## src/rtl/cpld_pkg.sv

```systemverilog
// ============================================================================
// Module      : cpld_pkg
// Description : Shared types and helpers for the chained row-pipeline stage:
//               FILL/SCAN state encoding, derived-width helpers and the
//               one-column shift/rotate row transform.
// Revision    : 1.0 - parametrised successor to the fixed 5-bit row stage
// ============================================================================
`default_nettype none

package cpld_pkg;

  // Widest row the transform helper handles; rows are zero-extended into it.
  localparam int MAX_W = 64;

  typedef enum logic [0:0] {
    FILL = 1'b0,
    SCAN = 1'b1
  } state_e;

  // Row-index width for a frame of 'depth' rows.
  function automatic int pw_of(input int depth);
    return $clog2(depth);
  endfunction

  // Select-encoding width: lowest-set-bit index plus a "none set" flag on top.
  function automatic int sw_of(input int width);
    return $clog2(width) + 1;
  endfunction

  // Move a 'width'-bit row right by one column. mode=0 feeds a zero into the
  // top column, mode=1 wraps the dropped bit 0 around into it.
  function automatic logic [MAX_W-1:0] xf_row(input logic [MAX_W-1:0] row,
                                              input int               width,
                                              input logic             mode);
    logic [MAX_W-1:0] res;
    res             = row >> 1;
    res[width-1]    = mode & row[0];
    return res;
  endfunction

endpackage

`default_nettype wire

```

## src/rtl/onehot_lsb_enc.sv

```systemverilog
// ============================================================================
// Module      : onehot_lsb_enc
// Description : Combinational encoder returning the index of the lowest set
//               bit of 'sel' with MSB=0, or {1'b1, 0...} when no bit is set.
//               Multi-hot inputs resolve to the lowest set bit.
// Revision    : 1.0 - initial release
// ============================================================================
`default_nettype none

module onehot_lsb_enc #(
  parameter int WIDTH = 5,
  parameter int SW    = $clog2(WIDTH) + 1
) (
  input  logic [WIDTH-1:0] sel,
  output logic [SW-1:0]    enc
);

  // Scan from the top down so the lowest set bit is the last one written.
  always_comb begin
    enc = {1'b1, {(SW-1){1'b0}}};
    for (int i = WIDTH - 1; i >= 0; i--) begin
      if (sel[i]) begin
        enc = {1'b0, (SW-1)'(i)};
      end
    end
  end

endmodule

`default_nettype wire

```

## src/rtl/cpld_row_frame.sv

```systemverilog
// ============================================================================
// Module      : cpld_row_frame
// Description : Buffers a frame of DEPTH rows from the left neighbour, then
//               replays it to the right neighbour shifted or rotated right by
//               one column, tagged with row index and last-row flag. Each
//               replayed row is also written back into the frame. A
//               registered lowest-set-bit encoder of 'sel' runs alongside.
// Revision    : 1.0 - parametrised successor to the fixed 5-bit row stage
// ============================================================================
`default_nettype none

module cpld_row_frame
  import cpld_pkg::*;
#(
  parameter int WIDTH = 5,
  parameter int DEPTH = 8,
  parameter int PW    = pw_of(DEPTH),
  parameter int SW    = sw_of(WIDTH)
) (
  input  logic             clk,
  input  logic             rst,
  input  logic [WIDTH-1:0] left_in2,
  input  logic             in_valid,
  output logic             in_ready,
  input  logic             rot,
  input  logic [WIDTH-1:0] sel,
  output logic [SW-1:0]    sel_out2,
  output logic [WIDTH-1:0] right_out2,
  output logic             out_valid,
  input  logic             out_ready,
  output logic [PW-1:0]    pos_c,
  output logic             last_row
);

  localparam logic [0:0]    c_FILL     = FILL;
  localparam logic [0:0]    c_SCAN     = SCAN;
  localparam logic [PW-1:0] c_LAST     = PW'(DEPTH - 1);
  localparam logic [SW-1:0] c_SEL_NONE = {1'b1, {(SW-1){1'b0}}};

  // Reset is asserted asynchronously; its release is expected to arrive
  // already aligned to clk from the system reset controller, so the first
  // accept can happen on the first edge with rst high.

  logic [0:0]       r_state;
  logic [PW-1:0]    r_wr_ptr;
  logic [PW-1:0]    r_rd_ptr;
  logic             r_mode;
  logic [WIDTH-1:0] r_out;
  logic [WIDTH-1:0] r_frame [DEPTH];
  logic [SW-1:0]    r_sel_enc;
  logic [SW-1:0]    w_sel_enc;

  // Row transform at this block's width.
  function automatic logic [WIDTH-1:0] xf(input logic [WIDTH-1:0] r, input logic m);
    return WIDTH'(xf_row(MAX_W'(r), WIDTH, m));
  endfunction

  onehot_lsb_enc #(
    .WIDTH (WIDTH),
    .SW    (SW)
  ) u_sel_enc (
    .sel (sel),
    .enc (w_sel_enc)
  );

  // Frame FSM: collect DEPTH rows, then replay them with read-modify-write.
  always_ff @(posedge clk or negedge rst) begin
    if (!rst) begin
      r_state  <= c_FILL;
      r_wr_ptr <= '0;
      r_rd_ptr <= '0;
      r_mode   <= 1'b0;
      r_out    <= '0;
      for (int i = 0; i < DEPTH; i++) begin
        r_frame[i] <= '0;
      end
    end else begin
      case (r_state)
        c_FILL: begin
          if (in_valid) begin
            r_frame[r_wr_ptr] <= left_in2;
            if (r_wr_ptr == c_LAST) begin
              // Row 0 is already stored; the mode being latched now applies.
              r_mode   <= rot;
              r_wr_ptr <= '0;
              r_rd_ptr <= '0;
              r_out    <= xf(r_frame[0], rot);
              r_state  <= c_SCAN;
            end else begin
              r_wr_ptr <= r_wr_ptr + PW'(1);
            end
          end
        end
        c_SCAN: begin
          if (out_ready) begin
            r_frame[r_rd_ptr] <= xf(r_frame[r_rd_ptr], r_mode);
            r_rd_ptr          <= r_rd_ptr + PW'(1);
            r_out             <= xf(r_frame[r_rd_ptr + PW'(1)], r_mode);
            if (r_rd_ptr == c_LAST) begin
              r_rd_ptr <= '0;
              r_wr_ptr <= '0;
              r_state  <= c_FILL;
            end
          end
        end
        default: r_state <= c_FILL;
      endcase
    end
  end

  // Column-select encoding, registered every cycle regardless of state.
  always_ff @(posedge clk or negedge rst) begin
    if (!rst) begin
      r_sel_enc <= c_SEL_NONE;
    end else begin
      r_sel_enc <= w_sel_enc;
    end
  end

  assign in_ready   = (r_state == c_FILL);
  assign out_valid  = (r_state == c_SCAN);
  assign right_out2 = r_out;
  assign pos_c      = r_rd_ptr;
  assign last_row   = (r_state == c_SCAN) && (r_rd_ptr == c_LAST);
  assign sel_out2   = r_sel_enc;

endmodule

`default_nettype wire

```

## config.mk

```make
export PLATFORM = sky130hd
export DESIGN_NAME = cpld_row_frame
export DESIGN_NICKNAME = d
export VERILOG_FILES = /design/src/rtl/cpld_pkg.sv /design/src/rtl/onehot_lsb_enc.sv /design/src/rtl/cpld_row_frame.sv
export SDC_FILE = /design/constraint.sdc
export NUM_CORES = 1
export LEC_CHECK = 0
export ABC_AREA = 1
export BUFFER_PORTS_ARGS = -buffer_cell sky130_fd_sc_hd__buf_2
export CORE_MARGIN = 2
export CORE_UTILIZATION = 65
export CTS_CLUSTER_DIAMETER = 40
export DETAILED_ROUTE_END_ITERATION = 10
export GPL_ROUTABILITY_DRIVEN = 1
export GPL_TIMING_DRIVEN = 0
export PLACE_DENSITY = 0.88
export SYNTH_ARGS = -nofsm -noshare
export SYNTH_HDL_FRONTEND = slang
export SYNTH_SLANG_ARGS = --single-unit
export TNS_END_PERCENT = 20
```

## constraint.sdc

```tcl
create_clock -name clk -period 4 [get_ports clk]
set_input_delay 0.8 -clock clk [delete_from_list [all_inputs] [get_ports clk]]
set_output_delay 0.8 -clock clk [all_outputs]
set_load 0.01 [all_outputs]
```

==> flow_metrics.env <==
export IMPL_multiInputGateArea_um2=1790
export IMPL_rsz0062_at_grt="no"
export IMPL_cp_arrival_ns=1.64
export IMPL_antenna_found_initial=0
export IMPL_final_cells=613
export IMPL_startpoint_type="flip-flop"
export IMPL_clock_sinks=57
export IMPL_cp_top_family="buffers and inverters"
export IMPL_required_ns=3.20
export IMPL_wire_per_inst_um=17.1
export IMPL_cts_htree_levels=3
export IMPL_syn_inst=496
export IMPL_pin_count=30
export IMPL_dpl_hpwl_mm=7.24
export IMPL_yosysMostFrequentCell="nand2_1"
export IMPL_powerDensity_nw_per_um2=814
export IMPL_die_h_um=78.3
export IMPL_clock_latency_ns=0.36
export IMPL_cts_setup_buffers=0
export IMPL_post_cts_resized=0
export IMPL_ir_worst_vdd_mv=0.595
export IMPL_antenna_cells=0
export IMPL_drcViolationCount=0
export IMPL_worst_setup_path_end_kind="output pin"
export IMPL_fp_coreArea_um2=5410
export IMPL_grt_pass1_vias=3439
export IMPL_num_vias=3740
export IMPL_ys_seq_area_frac=0.398
export IMPL_finalNetCount=555
export IMPL_min_period_ns=2.44
export IMPL_dr_pass1_iters=5
export IMPL_async_reset_ff_frac=1.00
export IMPL_numCtsBuffers=9
export IMPL_setup_viol=0
export IMPL_fin_crit_sh=0.610
export IMPL_ys_ff_latch=57
export IMPL_die_area_um2=6120
export IMPL_cellLeakagePower_nw=1.95
export IMPL_crit_buf_inv=5
export IMPL_cts_tree="yes"
export IMPL_clock_skew_ns=0.0116
export IMPL_regArea_um2=1430
export IMPL_synthFlopType="dfrtp_1"
export IMPL_slew_headroom=0.508
export IMPL_grt_first_pass_wirelength_mm=16.8
export IMPL_slew_viol_final=0
export IMPL_start_util=0.663
export IMPL_critPathSlowestCell="dfrtp_1"
export IMPL_synth_top_area_frac=0.391
export IMPL_hold_class="primary input to asynchronous set/reset pin"
export IMPL_max_freq_mhz=410
export IMPL_path_max_fanout=10
export IMPL_syn2layout_area_growth_pct=13.0
export IMPL_worst_pin_slew_ns=0.738
export IMPL_ctsLongestPathBuffers=2
export IMPL_vias_per_cell=6.10
export IMPL_slowest_delay_ns=0.35
export IMPL_yosysTopAreaCell="dfrtp_1"
export IMPL_clk_pin_slew_worst_paths_ns=0.07
export IMPL_port_buffers=29
export IMPL_maxCapViolations=0
export IMPL_critical_path_cell_chain="buf_6 -> buf_2 -> buf_2 -> nand2_1 -> inv_1 -> buf_2"
export IMPL_overflow=0
export IMPL_netlist_area_um2=3580
export IMPL_synthTopCellsByCount="nand2_1 (89), nor2_1 (66), o21ai_0 (59), inv_1 (57), dfrtp_1 (56)"
export IMPL_synth_area_top_cells="dfrtp_1 (39%), nand2_1 (9.3%), o21ai_0 (8.2%), nand3_1 (7.3%), nor2_1 (6.9%)"
export IMPL_fillers=428
export IMPL_criticalPathCategory="flip-flop to output pin"
export IMPL_finalHoldViolCount=0
export IMPL_rows=27
export IMPL_gp_congestion=0.949
export IMPL_synthesis_nets=515
export IMPL_ys_warn_count=0
export IMPL_drtIter0Drc=536
export IMPL_path_common_cell="buf_2"
export IMPL_avgSynthCellArea_um2=7.23
export IMPL_synth_edf_count=0
export IMPL_cts_root_buffer="clkbuf_8"
export IMPL_cts_hold_buf=0
export IMPL_antenna_left=0
export IMPL_track_usage=0.363
export IMPL_wl_mm=10.5
export IMPL_status="finished, final reports clean"
export IMPL_grt_max_degree=58
export IMPL_drive_gt1_frac=0.155
export IMPL_setup_tns_ns=0
export IMPL_place_inst=597
export IMPL_die_w_um=78.3
export IMPL_yosys_cell_types_count=39
-- report_power, final --
| group | switching (mW) | internal [mW] | total [mW] |
|---|---|---|---|
| Clock | 0.251 | 0.382 | 0.633 |
| Sequential | 0.171 | 0.811 | 0.982 |
| Combinational | 1.17 | 0.514 | 1.68 |
| Total | 1.59 | 1.71 | 3.30 |
-- routing by layer --
| layer | vias up | routed length, µm | track usage |
|---|---|---|---|
| met2 | 251 | 4890 | 0.573 |
| met3 | 44 | 1070 | 0.0621 |
| met5 | - | 0 | 0 |
| met4 | 0 | 480 | 0.219 |
| li1 | 1718 | - | - |
| met1 | 1727 | 4020 | 0.467 |
-- final timing paths --
check / depth (start not counted) / slack, ns / endpoint / start
max in group asynchronous: 1 / 3.00 / pos_c[0] / rst
setup / recovery: 6 / 1.56 / last_row / out_valid
hold / removal: 1 / 0.51 / r_frame[11] / rst
setup reg to reg: 6 / 2.09 / right_out2[1] / pos_c[1]
min in group clk: 2 / 0.53 / r_frame[17] / r_frame[17]
hold reg to reg: 2 / 0.53 / r_frame[17] / r_frame[17]
-- cell type report --
class | instances | area share
clock inverter | 5 | 0.0191
timing repair buffer | 29 | 0.0364
clock buffer | 11 | 0.0374
buffer | 16 | 0.0281
sequential | 57 | 0.352
inverter | 66 | 0.0624
tap | 72 | 0.0222
multi-input combinational | 357 | 0.442
-- placed cells by master, fill, tap and decap left out, types with 5 or more instances in the layout --
cell type,count
nand2_1,89
nor2_1,66
o21ai_0,59
inv_1,57
dfrtp_1,56
nand3_1,52
buf_2,32
nor3_1,23
a21oi_1,20
o211ai_1,12
clkbuf_8,11
inv_2,6
buf_6,5
-- kinds of logic (layout without fill, tap and decap cells) --
| group | count (synthesis) | count (layout) | share of synthesized area |
|---|---|---|---|
| muxes | 1 | 1 | 0.00314 |
| adders and majority gates | 4 | 4 | 0.0140 |
| and+or+nand+nor | 250 | 250 | 0.315 |
| buffers and inverters | 82 | 127 | 0.102 |
| DFF | 57 | 57 | 0.398 |
| AOI/OAI and AO/OA | 102 | 102 | 0.167 |
-- through the flow --
step	hold WS, ns	cell area (µm²)	power (mW)	utilization	worst slack, ns
after floorplan	0.471	3580	2.11	-	2.13
after global placement	0.501	3820	2.53	0.707	1.95
after detailed placement	0.500	3820	2.60	0.707	1.94
after CTS	0.518	4050	3.23	0.749	1.57
after global routing	0.564	4050	3.48	0.750	1.49
final	0.510	4050	3.30	0.750	1.56
-- state kept, by name, summed over array words and instances, names as in the netlist --
name        flops
out_valid       1
pos_c           3
r_frame        40
r_mode          1
r_wr_ptr        3
right_out2      5
sel_out2        4
Note: power is estimated with default switching activity, not from simulation.
